[src/rtl/hack_kbd_ps2_ctrl_pkg.sv]
// Shared types and constants for the Hack PS/2 keyboard controller:
// FSM state encodings, set-2 scancode prefixes and Hack special keycodes.
package hack_kbd_ps2_ctrl_pkg;

    typedef enum logic [1:0] {
        RX_WAIT_IDLE = 2'd0,
        RX_IDLE      = 2'd1,
        RX_SHIFT     = 2'd2
    } rx_state_t;

    typedef enum logic [1:0] {
        DEC_IDLE    = 2'd0,
        DEC_EXT     = 2'd1,
        DEC_BRK     = 2'd2,
        DEC_EXT_BRK = 2'd3
    } dec_state_t;

    // Set-2 scancode prefixes and special bytes
    localparam logic [7:0] SC_EXT    = 8'hE0;
    localparam logic [7:0] SC_BRK    = 8'hF0;
    localparam logic [7:0] SC_LSHIFT = 8'h12;
    localparam logic [7:0] SC_RSHIFT = 8'h59;
    localparam logic [7:0] SC_PRTSC  = 8'h7C;

    // Hack special keycodes
    localparam logic [15:0] KC_SPACE = 16'd32;
    localparam logic [15:0] KC_ENTER = 16'd128;
    localparam logic [15:0] KC_BKSP  = 16'd129;
    localparam logic [15:0] KC_LEFT  = 16'd130;
    localparam logic [15:0] KC_UP    = 16'd131;
    localparam logic [15:0] KC_RIGHT = 16'd132;
    localparam logic [15:0] KC_DOWN  = 16'd133;
    localparam logic [15:0] KC_HOME  = 16'd134;
    localparam logic [15:0] KC_END   = 16'd135;
    localparam logic [15:0] KC_PGUP  = 16'd136;
    localparam logic [15:0] KC_PGDN  = 16'd137;
    localparam logic [15:0] KC_INS   = 16'd138;
    localparam logic [15:0] KC_DEL   = 16'd139;
    localparam logic [15:0] KC_ESC   = 16'd140;
    localparam logic [15:0] KC_F1    = 16'd141;

    // Shift keys are modifiers only; print-screen fake shifts are noise
    function automatic logic is_shift_key(input logic ext, input logic [7:0] sc);
        return !ext && (sc == SC_LSHIFT || sc == SC_RSHIFT);
    endfunction

    function automatic logic is_fake_shift(input logic ext, input logic [7:0] sc);
        return ext && (sc == SC_LSHIFT || sc == SC_PRTSC);
    endfunction

endpackage

[src/rtl/hack_kbd_ps2_ctrl_keymap.sv]
// Combinational set-2 scancode to Hack keycode translation.
// Returns 0 for any scancode without a Hack meaning.
module hack_ps2_keymap
    import hack_kbd_ps2_ctrl_pkg::*;
(
    input  logic        ext,
    input  logic [7:0]  scancode,
    input  logic        shift,
    output logic [15:0] code
);

    // Pick the plain or shifted ASCII symbol for a punctuation/digit key
    function automatic logic [15:0] sym(input logic sh, input int plain, input int shifted);
        return sh ? 16'(shifted) : 16'(plain);
    endfunction

    // Lookup on {ext, scancode}; letters ignore shift, symbols honour it
    always_comb begin
        code = 16'd0;
        case ({ext, scancode})
            {1'b0, 8'h1C}: code = 16'd65;
            {1'b0, 8'h32}: code = 16'd66;
            {1'b0, 8'h21}: code = 16'd67;
            {1'b0, 8'h23}: code = 16'd68;
            {1'b0, 8'h24}: code = 16'd69;
            {1'b0, 8'h2B}: code = 16'd70;
            {1'b0, 8'h34}: code = 16'd71;
            {1'b0, 8'h33}: code = 16'd72;
            {1'b0, 8'h43}: code = 16'd73;
            {1'b0, 8'h3B}: code = 16'd74;
            {1'b0, 8'h42}: code = 16'd75;
            {1'b0, 8'h4B}: code = 16'd76;
            {1'b0, 8'h3A}: code = 16'd77;
            {1'b0, 8'h31}: code = 16'd78;
            {1'b0, 8'h44}: code = 16'd79;
            {1'b0, 8'h4D}: code = 16'd80;
            {1'b0, 8'h15}: code = 16'd81;
            {1'b0, 8'h2D}: code = 16'd82;
            {1'b0, 8'h1B}: code = 16'd83;
            {1'b0, 8'h2C}: code = 16'd84;
            {1'b0, 8'h3C}: code = 16'd85;
            {1'b0, 8'h2A}: code = 16'd86;
            {1'b0, 8'h1D}: code = 16'd87;
            {1'b0, 8'h22}: code = 16'd88;
            {1'b0, 8'h35}: code = 16'd89;
            {1'b0, 8'h1A}: code = 16'd90;
            {1'b0, 8'h16}: code = sym(shift, 49, 33);
            {1'b0, 8'h1E}: code = sym(shift, 50, 64);
            {1'b0, 8'h26}: code = sym(shift, 51, 35);
            {1'b0, 8'h25}: code = sym(shift, 52, 36);
            {1'b0, 8'h2E}: code = sym(shift, 53, 37);
            {1'b0, 8'h36}: code = sym(shift, 54, 94);
            {1'b0, 8'h3D}: code = sym(shift, 55, 38);
            {1'b0, 8'h3E}: code = sym(shift, 56, 42);
            {1'b0, 8'h46}: code = sym(shift, 57, 40);
            {1'b0, 8'h45}: code = sym(shift, 48, 41);
            {1'b0, 8'h0E}: code = sym(shift, 96, 126);
            {1'b0, 8'h4E}: code = sym(shift, 45, 95);
            {1'b0, 8'h55}: code = sym(shift, 61, 43);
            {1'b0, 8'h54}: code = sym(shift, 91, 123);
            {1'b0, 8'h5B}: code = sym(shift, 93, 125);
            {1'b0, 8'h5D}: code = sym(shift, 92, 124);
            {1'b0, 8'h4C}: code = sym(shift, 59, 58);
            {1'b0, 8'h52}: code = sym(shift, 39, 34);
            {1'b0, 8'h41}: code = sym(shift, 44, 60);
            {1'b0, 8'h49}: code = sym(shift, 46, 62);
            {1'b0, 8'h4A}: code = sym(shift, 47, 63);
            {1'b0, 8'h29}: code = KC_SPACE;
            {1'b0, 8'h5A}: code = KC_ENTER;
            {1'b0, 8'h66}: code = KC_BKSP;
            {1'b0, 8'h76}: code = KC_ESC;
            {1'b0, 8'h05}: code = KC_F1;
            {1'b0, 8'h06}: code = KC_F1 + 16'd1;
            {1'b0, 8'h04}: code = KC_F1 + 16'd2;
            {1'b0, 8'h0C}: code = KC_F1 + 16'd3;
            {1'b0, 8'h03}: code = KC_F1 + 16'd4;
            {1'b0, 8'h0B}: code = KC_F1 + 16'd5;
            {1'b0, 8'h83}: code = KC_F1 + 16'd6;
            {1'b0, 8'h0A}: code = KC_F1 + 16'd7;
            {1'b0, 8'h01}: code = KC_F1 + 16'd8;
            {1'b0, 8'h09}: code = KC_F1 + 16'd9;
            {1'b0, 8'h78}: code = KC_F1 + 16'd10;
            {1'b0, 8'h07}: code = KC_F1 + 16'd11;
            {1'b1, 8'h5A}: code = KC_ENTER;
            {1'b1, 8'h6B}: code = KC_LEFT;
            {1'b1, 8'h75}: code = KC_UP;
            {1'b1, 8'h74}: code = KC_RIGHT;
            {1'b1, 8'h72}: code = KC_DOWN;
            {1'b1, 8'h6C}: code = KC_HOME;
            {1'b1, 8'h69}: code = KC_END;
            {1'b1, 8'h7D}: code = KC_PGUP;
            {1'b1, 8'h7A}: code = KC_PGDN;
            {1'b1, 8'h70}: code = KC_INS;
            {1'b1, 8'h71}: code = KC_DEL;
            default:       code = 16'd0;
        endcase
    end

endmodule

[src/rtl/hack_kbd_ps2_ctrl.sv]
// PS/2 keyboard front end for the Hack keyboard register: conditions the
// PS/2 lines, receives device-to-host frames, decodes set-2 make/break
// sequences and holds the Hack keycode of the last pressed key on kbOut.
module hack_kbd_ps2_ctrl #(
    parameter int TIMEOUT_CYC = 64000,
    parameter int FILTER_LEN  = 8
) (
    input  logic        clk,
    input  logic        reset,
    input  logic        ps2_clk,
    input  logic        ps2_data,
    output logic [15:0] kbOut,
    output logic        key_strobe,
    output logic        frame_err
);
    import hack_kbd_ps2_ctrl_pkg::*;

    localparam int TW = $clog2(TIMEOUT_CYC + 1);
    localparam int FW = $clog2(FILTER_LEN + 1);

    logic [1:0]    clk_sync_q, clk_sync_d;
    logic [1:0]    data_sync_q, data_sync_d;
    logic          filt_q, filt_d;
    logic [FW-1:0] fcnt_q, fcnt_d;
    logic          fall;
    logic          data_bit;

    rx_state_t     rx_q, rx_d;
    logic [TW-1:0] tmo_q, tmo_d;
    logic [3:0]    bit_q, bit_d;
    logic [7:0]    sr_q, sr_d;
    logic          par_q, par_d;
    logic          byte_vld_q, byte_vld_d;
    logic          err_q, err_d;

    dec_state_t    dec_q, dec_d;
    logic          dec_ext, dec_brk;
    logic          shift_q, shift_d;
    logic [15:0]   kb_q, kb_d;
    logic [8:0]    held_q, held_d;
    logic          strobe_q, strobe_d;
    logic [15:0]   map_code;

    assign kbOut      = kb_q;
    assign key_strobe = strobe_q;
    assign frame_err  = err_q;
    assign data_bit   = data_sync_q[1];
    assign fall       = filt_q & ~filt_d;
    assign dec_ext    = (dec_q == DEC_EXT) || (dec_q == DEC_EXT_BRK);
    assign dec_brk    = (dec_q == DEC_BRK) || (dec_q == DEC_EXT_BRK);

    hack_ps2_keymap u_keymap (
        .ext      (dec_ext),
        .scancode (sr_q),
        .shift    (shift_q),
        .code     (map_code)
    );

    // Synchronizers shift in the raw lines; the filter flips only after FILTER_LEN disagreeing samples
    always_comb begin
        clk_sync_d  = {clk_sync_q[0], ps2_clk};
        data_sync_d = {data_sync_q[0], ps2_data};
        filt_d      = filt_q;
        fcnt_d      = '0;
        if (clk_sync_q[1] != filt_q) begin
            if (fcnt_q == FW'(FILTER_LEN - 1)) begin
                filt_d = clk_sync_q[1];
            end else begin
                fcnt_d = fcnt_q + 1'b1;
            end
        end
    end

    // Receiver: idle-line qualification, frame shifting, parity/stop/timeout checks
    always_comb begin
        rx_d       = rx_q;
        tmo_d      = tmo_q;
        bit_d      = bit_q;
        sr_d       = sr_q;
        par_d      = par_q;
        byte_vld_d = 1'b0;
        err_d      = 1'b0;
        case (rx_q)
            RX_WAIT_IDLE: begin
                if (!filt_q) begin
                    tmo_d = '0;
                end else if (tmo_q == TW'(TIMEOUT_CYC - 1)) begin
                    tmo_d = '0;
                    rx_d  = RX_IDLE;
                end else begin
                    tmo_d = tmo_q + 1'b1;
                end
            end
            RX_IDLE: begin
                tmo_d = '0;
                if (fall) begin
                    if (!data_bit) begin
                        rx_d  = RX_SHIFT;
                        bit_d = 4'd0;
                        par_d = 1'b0;
                    end else begin
                        err_d = 1'b1;
                        rx_d  = RX_WAIT_IDLE;
                    end
                end
            end
            RX_SHIFT: begin
                if (fall) begin
                    tmo_d = '0;
                    if (bit_q < 4'd8) begin
                        sr_d  = {data_bit, sr_q[7:1]};
                        par_d = par_q ^ data_bit;
                        bit_d = bit_q + 4'd1;
                    end else if (bit_q == 4'd8) begin
                        par_d = par_q ^ data_bit;
                        bit_d = 4'd9;
                    end else begin
                        bit_d = 4'd0;
                        if (data_bit && par_q) begin
                            byte_vld_d = 1'b1;
                            rx_d       = RX_IDLE;
                        end else begin
                            err_d = 1'b1;
                            rx_d  = RX_WAIT_IDLE;
                        end
                    end
                end else if (tmo_q == TW'(TIMEOUT_CYC)) begin
                    tmo_d = '0;
                    bit_d = 4'd0;
                    err_d = 1'b1;
                    rx_d  = RX_WAIT_IDLE;
                end else begin
                    tmo_d = tmo_q + 1'b1;
                end
            end
            default: rx_d = RX_WAIT_IDLE;
        endcase
    end

    // Decoder: track E0/F0 prefixes, resolve make/break into shift state and held key
    always_comb begin
        dec_d  = dec_q;
        shift_d = shift_q;
        kb_d   = kb_q;
        held_d = held_q;
        if (byte_vld_q) begin
            if (sr_q == SC_EXT && dec_q == DEC_IDLE) begin
                dec_d = DEC_EXT;
            end else if (sr_q == SC_EXT && dec_brk) begin
                dec_d = dec_q;
            end else if (sr_q == SC_BRK && dec_q == DEC_IDLE) begin
                dec_d = DEC_BRK;
            end else if (sr_q == SC_BRK && dec_q == DEC_EXT) begin
                dec_d = DEC_EXT_BRK;
            end else begin
                dec_d = DEC_IDLE;
                if (is_shift_key(dec_ext, sr_q)) begin
                    shift_d = !dec_brk;
                end else if (is_fake_shift(dec_ext, sr_q)) begin
                    shift_d = shift_q;
                end else if (!dec_brk) begin
                    if (map_code != 16'd0) begin
                        kb_d   = map_code;
                        held_d = {dec_ext, sr_q};
                    end
                end else if (held_q == {dec_ext, sr_q}) begin
                    kb_d   = 16'd0;
                    held_d = 9'd0;
                end
            end
        end
        strobe_d = (kb_d != kb_q);
    end

    // State and output registers, all cleared asynchronously by reset
    always_ff @(posedge clk or posedge reset) begin
        if (reset) begin
            clk_sync_q  <= 2'b11;
            data_sync_q <= 2'b11;
            filt_q      <= 1'b1;
            fcnt_q      <= '0;
            rx_q        <= RX_WAIT_IDLE;
            tmo_q       <= '0;
            bit_q       <= 4'd0;
            sr_q        <= 8'd0;
            par_q       <= 1'b0;
            byte_vld_q  <= 1'b0;
            err_q       <= 1'b0;
            dec_q       <= DEC_IDLE;
            shift_q     <= 1'b0;
            kb_q        <= 16'd0;
            held_q      <= 9'd0;
            strobe_q    <= 1'b0;
        end else begin
            clk_sync_q  <= clk_sync_d;
            data_sync_q <= data_sync_d;
            filt_q      <= filt_d;
            fcnt_q      <= fcnt_d;
            rx_q        <= rx_d;
            tmo_q       <= tmo_d;
            bit_q       <= bit_d;
            sr_q        <= sr_d;
            par_q       <= par_d;
            byte_vld_q  <= byte_vld_d;
            err_q       <= err_d;
            dec_q       <= dec_d;
            shift_q     <= shift_d;
            kb_q        <= kb_d;
            held_q      <= held_d;
            strobe_q    <= strobe_d;
        end
    end

endmodule

[config.mk]
export PLATFORM = sky130hd
export DESIGN_NAME = hack_kbd_ps2_ctrl
export DESIGN_NICKNAME = d
export VERILOG_FILES = /design/src/rtl/hack_kbd_ps2_ctrl_pkg.sv /design/src/rtl/hack_kbd_ps2_ctrl_keymap.sv /design/src/rtl/hack_kbd_ps2_ctrl.sv
export SDC_FILE = /design/constraint.sdc
export NUM_CORES = 1
export LEC_CHECK = 0
export CORE_MARGIN = 2
export CORE_UTILIZATION = 60
export CTS_CLUSTER_SIZE = 30
export DETAILED_ROUTE_END_ITERATION = 7
export PLACE_DENSITY_LB_ADDON = 0.15
export SLEW_MARGIN = 5
export SYNTH_ARGS = -nofsm -noshare
export SYNTH_HDL_FRONTEND = slang
export SYNTH_HIERARCHICAL = 1
export SYNTH_SLANG_ARGS = --single-unit
export TNS_END_PERCENT = 100
[constraint.sdc]
create_clock -name clk -period 4.85 [get_ports clk]
set_input_delay 0.97 -clock clk [delete_from_list [all_inputs] [get_ports clk]]
set_output_delay 0.97 -clock clk [all_outputs]
set_load 0.02 [all_outputs]
* After elaboration in Yosys (flattened, before gate mapping)
Cells that the tools add are included.
** Operators by class
- $add $sub $neg :: 3
- Magnitude comparators :: 1
- Equal/unequal tests :: 102
- Mux-type cells :: 84
- Bitwise logic cells :: 9
- Reductions and logical operators :: 27
** Operator list (number)
- 16-bit case mux with 73 select lines :: 1
- 16-bit two-way mux :: 14
- 9-bit by 6-bit equality test with 1-bit output, second input constant :: 23
- 9-bit by 7-bit equality test with 1-bit output, second input constant :: 21
- 9-bit equality test, second input constant :: 11
- 5-bit two-way mux :: 13
- 9-bit by 5-bit equality test with 1-bit output, second input constant :: 7
- 16-bit case mux with 3 select lines :: 1
- 9-bit by 4-bit equality test with 1-bit output, second input constant :: 5
- 9-bit by 3-bit equality test with 1-bit output, second input constant :: 4
- 16-bit equality test, second input constant :: 2
- 4-bit two-way mux :: 8
- 9-bit two-way mux :: 3
- 2-bit two-way mux :: 12
- 1-bit two-way mux :: 21
- 7-bit two-way mux :: 3
- 6-bit two-way mux :: 3
- 16-bit by 1-bit adder with 16-bit output, second input constant :: 1
- 8-bit by 7-bit equality test with 1-bit output, second input constant :: 2
- 8-bit equality test, second input constant :: 2
- 16-bit inequality test :: 1
- 16-bit nonzero test :: 1
- 2-bit inequality test, second input constant :: 6
- 3-bit inequality test, second input constant :: 4
- 33 further kinds :: 57
** Storage, ports and cells
- Register bits :: 71
- Output and inout port bits :: 18
- Logic and storage cells :: 242

* Logic depth before layout (Yosys ltp)
Gate-level depths: netlist of the first run.
- Word-level depth :: 16
- Mapped depth :: 17
- Depth with buffers taken out :: 13

* Hierarchy
The synthesis of the first run kept the hierarchy.
** By module, submodules not included
- hack_kbd_ps2_ctrl :: instances 1, cells an instance 396, area an instance 3818.7 um^2, sequential area each 1783.0 um^2
- hack_ps2_keymap :: instances 1, cells an instance 277, area an instance 1734.2 um^2, sequential area each 0.0 um^2

* Worst setup path after synthesis of the first run
Ideal clock, no wire load.
- Kind :: register to register
- Start :: reg dec_q[0]
- End :: reg strobe_q (netlist: key_strobe)
- Library setup time :: 0.139 ns
- Data arrival time :: 3.270 ns
- Data required time :: 4.711 ns
- Setup slack :: 1.441 ns
- Cell stages (with the launch flop) :: 15
- Buffers on the path :: 2
- Period minus slack after synthesis :: 3.409 ns
- Cell sequence :: dfrtp_1 buf_6 clkbuf_1 or2b_1 nor3_1 a21oi_1 o32ai_1 a311o_1 or4_1 nor4_1 and4_1 a2bb2oi_1 or3_1 a221oi_1 o221ai_1
** On the way
- Longest elaborated chain between the ends :: 16
- Elaborated cells on any way between the ends :: 102
- Those cells by class :: eq/ne (79); mux (11); reduce/logical (12)
** Ends and longest elaborated chain
- start: declaration :: line hack_kbd_ps2_ctrl.sv:36 : dec_state_t dec_q, dec_d;
- start signal: assignment :: line hack_kbd_ps2_ctrl.sv:189 : dec_q <= DEC_IDLE;
- start signal: assignment :: line hack_kbd_ps2_ctrl.sv:206 : dec_q <= dec_d;
- 2-bit by 1-bit equality test with 1-bit output or 2-bit equality test (tied branches) :: line hack_kbd_ps2_ctrl.sv:49 : assign dec_ext = (dec_q == DEC_EXT) || (dec_q == DEC_EXT_BRK);
- 1-bit logical OR * :: line hack_kbd_ps2_ctrl.sv:49
- net dec_ext :: line hack_kbd_ps2_ctrl.sv:37 : logic dec_ext, dec_brk;
- 9-bit by 7-bit equality test with 1-bit output or 9-bit equality test (tied branches) :: line hack_kbd_ps2_ctrl_keymap.sv:20 : case ({ext, scancode})
- 2-bit OR reduction (no source line)
- 16-bit case mux with 73 select lines * :: line hack_kbd_ps2_ctrl_keymap.sv:20
- net map_code[2] :: line hack_kbd_ps2_ctrl.sv:42 : logic [15:0] map_code;
- 16-bit nonzero test :: line hack_kbd_ps2_ctrl.sv:162 : if (map_code != 16'd0) begin
- [3 not listed]
- 16-bit two-way mux * :: line hack_kbd_ps2_ctrl.sv:157 : if (is_shift_key(dec_ext, sr_q)) begin
- 16-bit two-way mux * :: line hack_kbd_ps2_ctrl.sv:153 : end else if (sr_q == SC_BRK && dec_q == DEC_EXT) begin
- 16-bit two-way mux * :: line hack_kbd_ps2_ctrl.sv:151 : end else if (sr_q == SC_BRK && dec_q == DEC_IDLE) begin
- 16-bit two-way mux * :: line hack_kbd_ps2_ctrl.sv:149 : end else if (sr_q == SC_EXT && dec_brk) begin
- 16-bit two-way mux * :: line hack_kbd_ps2_ctrl.sv:147 : if (sr_q == SC_EXT && dec_q == DEC_IDLE) begin
- 16-bit two-way mux * :: line hack_kbd_ps2_ctrl.sv:146 : if (byte_vld_q) begin
- 16-bit inequality test * :: line hack_kbd_ps2_ctrl.sv:172 : strobe_d = (kb_d != kb_q);
- net strobe_d :: line hack_kbd_ps2_ctrl.sv:41 : logic strobe_q, strobe_d;
- end signal: assignment :: line hack_kbd_ps2_ctrl.sv:210 : strobe_q <= strobe_d;
- end: declaration :: line hack_kbd_ps2_ctrl.sv:41
The timed path passes the listed nets; every way through them passes the cells marked *.
A chain may end at the register's enable or synchronous reset.

* Final worst setup path of the first run
- Start :: reg sr_q[4]
- End :: reg strobe_q (netlist: key_strobe)
** On the way
- Longest elaborated chain between the ends :: 14
- Elaborated cells on any way between the ends :: 102
- Those cells by class :: eq/ne (81); mux (11); reduce/logical (10)
** Ends and longest elaborated chain
- start: declaration :: line hack_kbd_ps2_ctrl.sv:31 : logic [7:0] sr_q, sr_d;
- start signal: assignment :: line hack_kbd_ps2_ctrl.sv:202 : sr_q <= sr_d;
- 9-bit by 7-bit equality test with 1-bit output or 9-bit equality test (tied branches) :: line hack_kbd_ps2_ctrl_keymap.sv:20
- 2-bit OR reduction (no source line)
- 16-bit case mux with 73 select lines * :: line hack_kbd_ps2_ctrl_keymap.sv:20
- net map_code[2] :: line hack_kbd_ps2_ctrl.sv:42
- 16-bit nonzero test :: line hack_kbd_ps2_ctrl.sv:162
- 16-bit two-way mux * :: line hack_kbd_ps2_ctrl.sv:162
- 16-bit two-way mux * :: line hack_kbd_ps2_ctrl.sv:161 : end else if (!dec_brk) begin
- 16-bit two-way mux * :: line hack_kbd_ps2_ctrl.sv:159 : end else if (is_fake_shift(dec_ext, sr_q)) begin
- 16-bit two-way mux * :: line hack_kbd_ps2_ctrl.sv:157
- 16-bit two-way mux * :: line hack_kbd_ps2_ctrl.sv:153
- 16-bit two-way mux * :: line hack_kbd_ps2_ctrl.sv:151
- 16-bit two-way mux * :: line hack_kbd_ps2_ctrl.sv:149
- 16-bit two-way mux * :: line hack_kbd_ps2_ctrl.sv:147
- 16-bit two-way mux * :: line hack_kbd_ps2_ctrl.sv:146
- 16-bit inequality test * :: line hack_kbd_ps2_ctrl.sv:172
- net strobe_d :: line hack_kbd_ps2_ctrl.sv:41
Marked as above.

==> flow_summary.yaml, run 1 <==
outcome:
  status: "completed"
grt:
  grt.total_usage_pct: 31.9
  grt_pass1_wl_um: 25500
  antenna_found_initial: 0
  grt-ovfl-total: 0
  grt_max_degree: 48
  grt_pass1_vias: 5060
setup_path:
  worst_setup_path_start_kind: "flip-flop"
  worstPathArrival_ns: 4.29
  path_class: "flip-flop to flip-flop"
  cp_data_required_time_ns: 5.07
  crit_fanout: 28
  end_kind: "flip-flop"
clock_network:
  cts_tree: "done"
  clock_latency_ns: 0.35
  clockRootBuffer: "clkbuf_8"
  clockBufferDepth: 2
  ctsHoldBuffers: 0
  htreeDepth: 3
  ctsResizeCount: 0
  cts_buffers: 9
  cts.clk_slew.worst_paths_ns: 0.09
  cts_sinks: 71
  post_cts_buffers: 0
timing:
  rsz0062_at_grt: "no"
  fmax_mhz: 246
  final_hold_viol_count: 0
  drv_slew: 0
  fin_setup_tns_ns: 0
  worst_pin_slew_ns: 0.964
  fin_crit_ns: 4.06
  layout_setup_ws_ns: 0.787
  fin_worst_skew_ns: 0.0180
  setup_viol: 0
  fin_crit_sh_pct: 83.8
  relSlewSlack_pct: 35.7
  fin_hold_ws_ns: 0.364
routing:
  drtPass1Iterations: 8
  routed_wl_um: 15800
  route.detailed.drc: 0
  wl_per_cell_um: 19.8
  vias: 5337
  viasPerCell: 6.70
  dr.first_iter.drc_count: 585
  final_antenna_net_count: 0
synth:
  ys.flop_type: "dfrtp_1"
  syn_area_sq_um: 5550
  async_flop_share_pct: 100
  syn_inst: 673
  synth-edff-count: 0
  ys_seq_elements: 71
  synth_cell_types: 85
  avgSynthCellArea_sq_um: 8.25
  yosysWarnings: 6
  seq_area_frac_synth_pct: 32.1
floorplan:
  io_pins: 22
  core_area_sq_um: 9110
  fp.dieArea_sq_um: 10000
  die_w_um: 100
  initial_core_util_pct: 61.0
  rows: 35
  die_h_um: 100
job:
  maxCapViolCount: 0
power_and_ir_drop:
  leakagePower_nw: 2.44
  irDropWorstVdd_v: 0.000199
  finalPower_w: 0.00118
  power_density_nw_per_um2: 199
layout:
  layout.nets: 695
  diodes: 0
  nFillCells: 759
  fin_area_sq_um: 5940
  drive_above_1_share_pct: 10.1
  area_delta_synth_final_pct: 6.94
hold_path:
  hold_path.class: "flip-flop to flip-flop"
placed_design:
  hpwl_um: 11400
  routabilityCongestion: 1.00
  io_buffers: 21
  dpl-instance-area_sq_um: 5750
  pre_cts_ws_ns: 0.857
==> kinds of logic after synthesis <==
kind of cell / Yosys count / synth area share [%]
simple gates: 300 / 29.6
compound gates: 171 / 21.1
buf+inv: 80 / 8.00
flops: 71 / 32.1
xor+xnor: 27 / 4.26
mux: 13 / 2.59
fa+ha+maj: 10 / 2.25
other cells: 1 / 0.0675
==> registers in the layout, indices dropped and copies added (netlist names) <==
signal,cells
data_sync_q,2
rx_q,2
shift_q,1
fcnt_q,4
clk_sync_q,2
filt_q,1
tmo_q,16
par_q,1
bit_q,4
held_q,9
sr_q,8
frame_err,1
kbOut,16
byte_vld_q,1
key_strobe,1
dec_q,2
==> cell type report <==
cell class / instances / area, sq um / share of cell area [%]
clock buffer: 9 / 124 / 2.09
tap: 111 / 139 / 2.34
multi-input combinational: 529 / 3350 / 56.4
sequential: 71 / 1780 / 30.0
inverter: 30 / 113 / 1.90
timing repair buffer: 40 / 365 / 6.15
clock inverter: 7 / 62.6 / 1.05
==> power breakdown <==
part	switching (W)	leakage [nW]	internal (W)
registers	0.0000172	0.899	0.000615
clock network	0.000260	0.0863	0.000196
logic	0.0000631	1.45	0.0000324
total	0.000340	2.44	0.000843
==> metrics by stage <==
step	utilization, %	std cells
6_report	65.2	797
3_5_place_dp	63.1	781
3_3_place_gp	63.1	781
4_1_cts	65.2	797
2_1_floorplan	-	680
5_1_grt	65.2	797
==> cell usage after synthesis (4+ instances only) <==
library cell  number  area [sq um]
nor4_1            16           100
dfrtp_1           66          1650
a32oi_1            6          52.6
nor2_1            53           199
o21ai_0           50           250
a22o_1             9          78.8
ha_1              10           125
nand2_1           73           274
nand2b_1          21           131
nand3_1           25           125
nor2b_1           15          93.8
or3_1              4          25.0
o22ai_1            7          43.8
buf_4             18           135
buf_6              8          90.1
nand4b_1           5          43.8
dfstp_2            5           131
mux2_2            11           124
a22oi_1            6          45.0
a21o_1             4          30.0
clkbuf_1          11          41.3
nor3_1            20           100
buf_2             13          65.1
a21oi_1           22           110
or4b_1             4          40.0
xnor2_1           11          96.3
inv_1             29           109
nand4_1           15          93.8
o31ai_1            5          37.5
and3_1             7          43.8
o211ai_1           6          45.0
or4_1              4          30.0
a31oi_1            7          43.8
a311oi_1           6          52.6
and2_1             4          25.0
xor2_1            16           140
==> cell usage in the layout, fill, tap and decap left out, types with 8 or more instances in the layout <==
cell type	instances
nand4_1	15
mux2_2	11
nor4_1	16
nor2_1	53
conb_1	8
nor3_1	20
xor2_1	16
clkdlybuf4s50_1	21
dfrtp_1	66
nand2_1	73
nor2b_1	15
ha_1	10
xnor2_1	11
nand2b_1	21
o21ai_0	50
nand3_1	25
inv_1	28
clkbuf_8	9
a21oi_1	22
a22o_1	9
buf_4	18
==> final timing paths <==
path                                          start                       end  slack, ns  cells past startpoint
max                             sr_q[4]$_DFFE_PP0P_      key_strobe$_DFF_PP0_       0.79                     11
min                        data_sync_q[0]$_DFF_PP1_  data_sync_q[1]$_DFF_PP1_       0.36                      0
max reg2reg                     sr_q[4]$_DFFE_PP0P_      key_strobe$_DFF_PP0_       0.79                     11
min reg2reg                data_sync_q[0]$_DFF_PP1_  data_sync_q[1]$_DFF_PP1_       0.36                      0
max in group asynchronous                     reset          filt_q$_DFF_PP1_       2.79                      3
min in group asynchronous                     reset        kbOut[0]$_DFF_PP0_       1.14                      2
==> worst max-delay path, stage by stage, from the launching register on <==
cell and delay, ns:
dfrtp_1 0.98, nor3_2 0.25, a21oi_1 0.24, o32ai_1 0.11, a311o_1 0.34, or4_1 0.59
nor4_1 0.29, and4_1 0.26, a2bb2oi_1 0.07, or3_1 0.35, a221oi_1 0.30, o221ai_1 0.15
==> per-layer routing <==
| layer | GRT usage, % | up-vias | part of all wire, % |
|---|---|---|---|
| met4 | 13.6 | 0 | 3.8 |
| met3 | 5.99 | 67 | 8.8 |
| met1 | 42.4 | 2478 | 41 |
| met5 | 0 | - | 0 |
| li1 | - | 2472 | - |
| met2 | 51.2 | 320 | 47 |
(Power assumes the default switching activity.)
==> run 2: changes to the inputs <==
--- a/config.mk
+++ b/config.mk
@@ -6,7 +6,7 @@
 export NUM_CORES = 1
 export LEC_CHECK = 0
 export CORE_MARGIN = 2
-export CORE_UTILIZATION = 60
+export CORE_UTILIZATION = 56
 export CTS_CLUSTER_SIZE = 30
 export DETAILED_ROUTE_END_ITERATION = 7
 export PLACE_DENSITY_LB_ADDON = 0.15
==> constraint.sdc (replaced) <==
create_clock -name clk -period 3.6 [get_ports clk]
set_input_delay 0.72 -clock clk [delete_from_list [all_inputs] [get_ports clk]]
set_output_delay 0.72 -clock clk [all_outputs]
set_load 0.02 [all_outputs]
==> run 2 against run 1 <==
Via count is 12% higher. Clock skew is 0.0026 ns lower. Clock power is 60% higher. Clock-buffer cell count stayed put. Largest cell class unchanged. Largest power group unchanged.
==> flow_summary.yaml, run 2 (same netlist as run 1, synthesis figures left out) <==
outcome:
  status: "completed"
layout:
  post-route-util_pct: 71.8
  mostFrequentLayoutCells: "buf_4 (113), nand2_1 (73), dfrtp_1 (58)"
  area_delta_synth_final_pct: 25.2
  diodes: 0
  drive_above_1_share_pct: 25.4
  mostFrequentLayoutCell: "buf_4"
  fin_area_sq_um: 6950
  layout.nets: 795
routing:
  dr.first_iter.drc_count: 712
  wl_per_cell_um: 20.4
  final_antenna_net_count: 0
  routed_wl_um: 18700
  vias: 5973
  viasPerCell: 6.50
  drtPass1Iterations: 5
  route.detailed.drc: 0
setup_path:
  worstPathArrival_ns: 3.79
  slowest_stage: "dfrtp_2"
  path_buf_inv: 1
  r2r_slack_ns: 0.03
  end_kind: "flip-flop"
  worst_setup_path_start_kind: "flip-flop"
  slowest_delay_ns: 0.47
  crit_fanout: 8
  cpMostUsedCell: "a31oi_1"
  cp_data_required_time_ns: 3.82
  path_delay_family: "simple AND/OR/NAND/NOR gates"
  path_class: "flip-flop to flip-flop"
  path_cells: "buf_4 -> nor4bb_1 -> a31oi_1 -> nand2b_1 -> a31oi_1 -> a2111o_1 -> or4_4 -> nor4_4 -> and4_4 -> a2bb2oi_1 -> or3_4 -> a221oi_2 -> o221ai_1"
floorplan:
  core_area_sq_um: 9680
  die_h_um: 104
  io_pins: 22
  fp.dieArea_sq_um: 10700
  rows: 36
  die_w_um: 104
  initial_core_util_pct: 57.3
grt:
  grt_pass1_vias: 5608
  grt_max_degree: 28
  antenna_found_initial: 0
  grt.total_usage_pct: 33.9
  grt_pass1_wl_um: 29100
  grt-ovfl-total: 0
power_and_ir_drop:
  seqPwrFrac_pct: 49.7
  comb_power_share_pct: 7.8
  intPower_w: 0.00127
  irDropWorstVdd_v: 0.000286
  switching_share_pct: 26.0
  power_density_nw_per_um2: 247
  clkPwrFrac_pct: 42.5
  leakagePower_nw: 3.01
  finalPower_w: 0.00172
  p_sw_w: 0.000446
timing:
  fmax_mhz: 280
  layout_setup_ws_ns: 0.0293
  rsz0062_at_grt: "yes"
  final_hold_viol_count: 0
  setup_viol: 0
  worst_pin_slew_ns: 0.846
  drv_slew: 0
  fin_crit_ns: 3.57
  relSlewSlack_pct: 43.5
  fin_crit_sh_pct: 99.2
  fin_worst_skew_ns: 0.0154
placed_design:
  io_buffers: 21
  hpwl_um: 13500
  pre_cts_ws_ns: -0.264
  dpl-instance-area_sq_um: 6460
  routabilityCongestion: 1.07
clock_network:
  cts_buffers: 9
  cts.clk_slew.worst_paths_ns: 0.09
  clockBufferDepth: 2
  cts_tree: "done"
  htreeDepth: 3
  clock_latency_ns: 0.35
  clockRootBuffer: "clkbuf_8"
  cts_sinks: 71
hold_path:
  hold_path.class: "flip-flop to flip-flop"
job:
  maxCapViolCount: 0
==> run 2: final cells by class <==
type / instances / area (sq um)
clock buffers: 9 / 124
clock inverters: 7 / 103
fillers: 658 / 2730
inverters: 30 / 115
multi-input cells: 530 / 3510
flip-flops and latches: 71 / 1790
well taps: 133 / 166
repair buffers: 139 / 1140
==> run 2: worst paths after layout <==
check,from,endpoint,depth (start not counted)
min in group asynchronous,reset,held_q[6]$_DFFE_PP0P_,2
worst max-delay path,sr_q[2]$_DFFE_PP0P_,key_strobe$_DFF_PP0_,13
worst min-delay path,clk_sync_q[0]$_DFF_PP1_,clk_sync_q[1]$_DFF_PP1_,0
max in group asynchronous,reset,data_sync_q[1]$_DFF_PP1_,3
worst min register to register,clk_sync_q[0]$_DFF_PP1_,clk_sync_q[1]$_DFF_PP1_,0
worst max register to register,sr_q[2]$_DFFE_PP0P_,key_strobe$_DFF_PP0_,13
==> run 2: per-layer routing <==
layer,share of wire (%),global-route usage (%)
met5,0,0
met4,5.7,17.1
met3,8.4,5.16
met2,47,55.8
met1,39,43.6
==> run 2: timing repair <==
| action | CTS | global route |
|---|---|---|
| endpoints found under the setup margin | 25 | 26 |
| hold endpoints to repair | 0 | 0 |
| hold buffers | 0 | 0 |
| gates resized for setup | 10 | 33 |
| gates cloned | 0 | 1 |
| setup buffers | 2 | 9 |
| pin swaps | 2 | 12 |
==> run 2: power by group through the flow <==
stage / combinational, W / sequential [W] / clock, W
finish: 0.000134 / 0.000853 / 0.000730
global route: 0.000149 / 0.000857 / 0.000768
CTS: 0.000130 / 0.000853 / 0.000734
detailed placement: 0.000129 / 0.000868 / 0
global placement: 0.000120 / 0.000864 / 0
floorplan: 0.000106 / 0.000862 / 0
==> run 2: worst register-to-register path: stages (launching register included) <==
cell and delay, ns:
dfrtp_2 0.47, buf_4 0.17, nor4bb_1 0.12, a31oi_1 0.14, nand2b_1 0.20, a31oi_1 0.15, a2111o_1 0.36, or4_4 0.46
nor4_4 0.27, and4_4 0.28, a2bb2oi_1 0.07, or3_4 0.35, a221oi_2 0.26, o221ai_1 0.15
==> run 2: stage by stage <==
step	setup TNS, ns	cells	hold slack [ns]
floorplan	0	680	0.345
global placement	-2.08	891	0.348
detailed placement	-3.51	891	0.352
CTS	0	909	0.364
global route	-0.0914	919	0.367
finish	0	919	0.362
==> variant, RTL diff (flow settings as in run 1) <==
Add an input register stage for `ps2_data`, cleared by the reset; this delays it by one clock.
--- a/src/rtl/hack_kbd_ps2_ctrl.sv
+++ b/src/rtl/hack_kbd_ps2_ctrl.sv
@@ -18,6 +18,16 @@
     localparam int TW = $clog2(TIMEOUT_CYC + 1);
     localparam int FW = $clog2(FILTER_LEN + 1);
 
+    logic ps2_data_q;
+
+    always_ff @(posedge clk or posedge reset) begin
+        if (reset) begin
+            ps2_data_q <= '0;
+        end else begin
+            ps2_data_q <= ps2_data;
+        end
+    end
+
     logic [1:0]    clk_sync_q, clk_sync_d;
     logic [1:0]    data_sync_q, data_sync_d;
     logic          filt_q, filt_d;
@@ -59,7 +69,7 @@
     // Synchronizers shift in the raw lines; the filter flips only after FILTER_LEN disagreeing samples
     always_comb begin
         clk_sync_d  = {clk_sync_q[0], ps2_clk};
-        data_sync_d = {data_sync_q[0], ps2_data};
+        data_sync_d = {data_sync_q[0], ps2_data_q};
         filt_d      = filt_q;
         fcnt_d      = '0;
         if (clk_sync_q[1] != filt_q) begin
Check against the original RTL: no difference found for any inputs over 10 cycles, from zero or initial values and one cycle with reset high; that may be too few to reach the edited logic, so the function may still have changed.
==> variant against run 1 <==
Combinational power grew 18%; routed wire length up 0.55%; sequential power increased by 2%; sequential cell count increased by 1; utilization up 0.26 points; power up 8.8%; count of clock-buffer cells in the layout is 1 higher; setup slack lost 0.20 ns; hold slack got worse by 0.0072 ns; global-route usage up 0.44 points; area after synthesis shrank 0.34%; design area grew 0.40%; critical endpoint is now held_q[4]$_DFFE_PP0P_.
==> variant: results (changes against run 1) <==
- WL met2: 7340 um (was 7350 um)
- Met1 global-route usage: 0.427 (was 0.424)
- Critical path peak fanout: 23 (was 28)
- GPL Wtd Cong: 1.09 (was 1.00)
- Seq/Total Area, Yosys: 0.327 (was 0.321)
- Count of cell types in the netlist: 82 (was 85)
- Fin Clk Skew: 0.0173 ns (was 0.0180 ns)
- Mux contribution to synthesized area: 0.0262 (was 0.0259)
- Hold EP: data_sync_q[0]$_DFF_PP1_ (was data_sync_q[1]$_DFF_PP1_)
- Vias in the first global route: 5058 (was 5060)
- Hold path startpoint: ps2_data_q$_DFF_PP0_ (was data_sync_q[0]$_DFF_PP1_)
- Fin nets: 696 (was 695)
- I/O Buffers: 21 (unchanged)
- Largest net degree at the start of global routing: 50 (was 48)
- Met3 Usage GRT: 0.0578 (was 0.0599)
- Worst setup path endpoint: held_q[4]$_DFFE_PP0P_ (was key_strobe$_DFF_PP0_)
- Actual slew at the worst max-slew pin: 1.25 ns (was 0.964 ns)
- Outcome: finished, final reports clean (unchanged)
- Routed vias/inst: 6.67 (was 6.70)
- Starting DRT DRC Count: 616 (was 585)
- Total GRT Usage: 0.324 (was 0.319)
- Layout cells sized above 1: 0.0990 (was 0.101)
- Pleak: 2.48 nW (was 2.44 nW)
- Pre-antenna DRT Iters: 6 (was 8)
- Synth cell count leaders: nand2_1, dfrtp_1, o21ai_0 (was nand2_1, dfrtp_1, nor2_1)
- First-pass GRT wire length: 25700 um (was 25500 um)
- Min Hold Slack: 0.357 ns (was 0.364 ns)
- M1 WL: 6610 um (was 6440 um)
- GR Util met2: 0.523 (was 0.512)
- DP Area: 0.00574 mm^2 (was 0.00575 mm^2)
- CP max stage delay: 0.89 ns (was 0.98 ns)
- Wire per inst: 19.9 um (was 19.8 um)
- Xor/xnor share of the synthesized area: 0.0427 (was 0.0426)
- CP top delay family: compound AO/OA/AOI/OAI gates (was simple AND/OR/NAND/NOR gates)
- WP data arrival: 4.50 ns (was 4.29 ns)
- Post-DP HPWL: 11500 um (was 11400 um)
- FILL cells: 776 (was 759)
- Cells on worst reg2reg path: 10 (was 11)
- Compound-Gate Fraction of Synth Area: 0.214 (was 0.211)
- Ys flop type: dfrtp_1 (unchanged)
- Crit path launch: dec_q[0]$_DFFE_PP0P_ (was sr_q[4]$_DFFE_PP0P_)
- Max rail drop VDD: 0.000172 V (was 0.000199 V)
- Reg-to-reg setup timing slack: 0.59 ns (was 0.79 ns)
- Achievable frequency: 235 MHz (was 246 MHz)
## variant: cell count changes in the layout (fill, tap and decap cells not counted), sizes merged, moves of 4 or more
cell	delta
nor3b	+4
inv	+4
o31ai	+7
o21ai	+5
nand2	-5
## variant: layout make-up
class / count / area, um^2 / share of cell area
clock inverter: 6 / 90.1 / 0.0151
clock buffer: 10 / 128 / 0.0214
timing repair buffer: 40 / 365 / 0.0613
multi-input combinational: 523 / 3300 / 0.553
tap: 111 / 139 / 0.0233
sequential: 72 / 1810 / 0.303
inverter: 36 / 135 / 0.0227
## variant: through the flow
stage	total power, W	cells
2_1_floorplan	0.000742	679
5_1_grt	0.00134	798
3_3_place_gp	0.000760	782
3_5_place_dp	0.000767	782
6_report	0.00129	798
4_1_cts	0.00130	798
## variant: where the power goes
group / leakage [nW] / switching (W) / internal, W
Sequential: 0.912 / 0.0000186 / 0.000625
Combinational: 1.46 / 0.0000722 / 0.0000407
Clock: 0.107 / 0.000238 / 0.000293
Total: 2.48 / 0.000329 / 0.000959
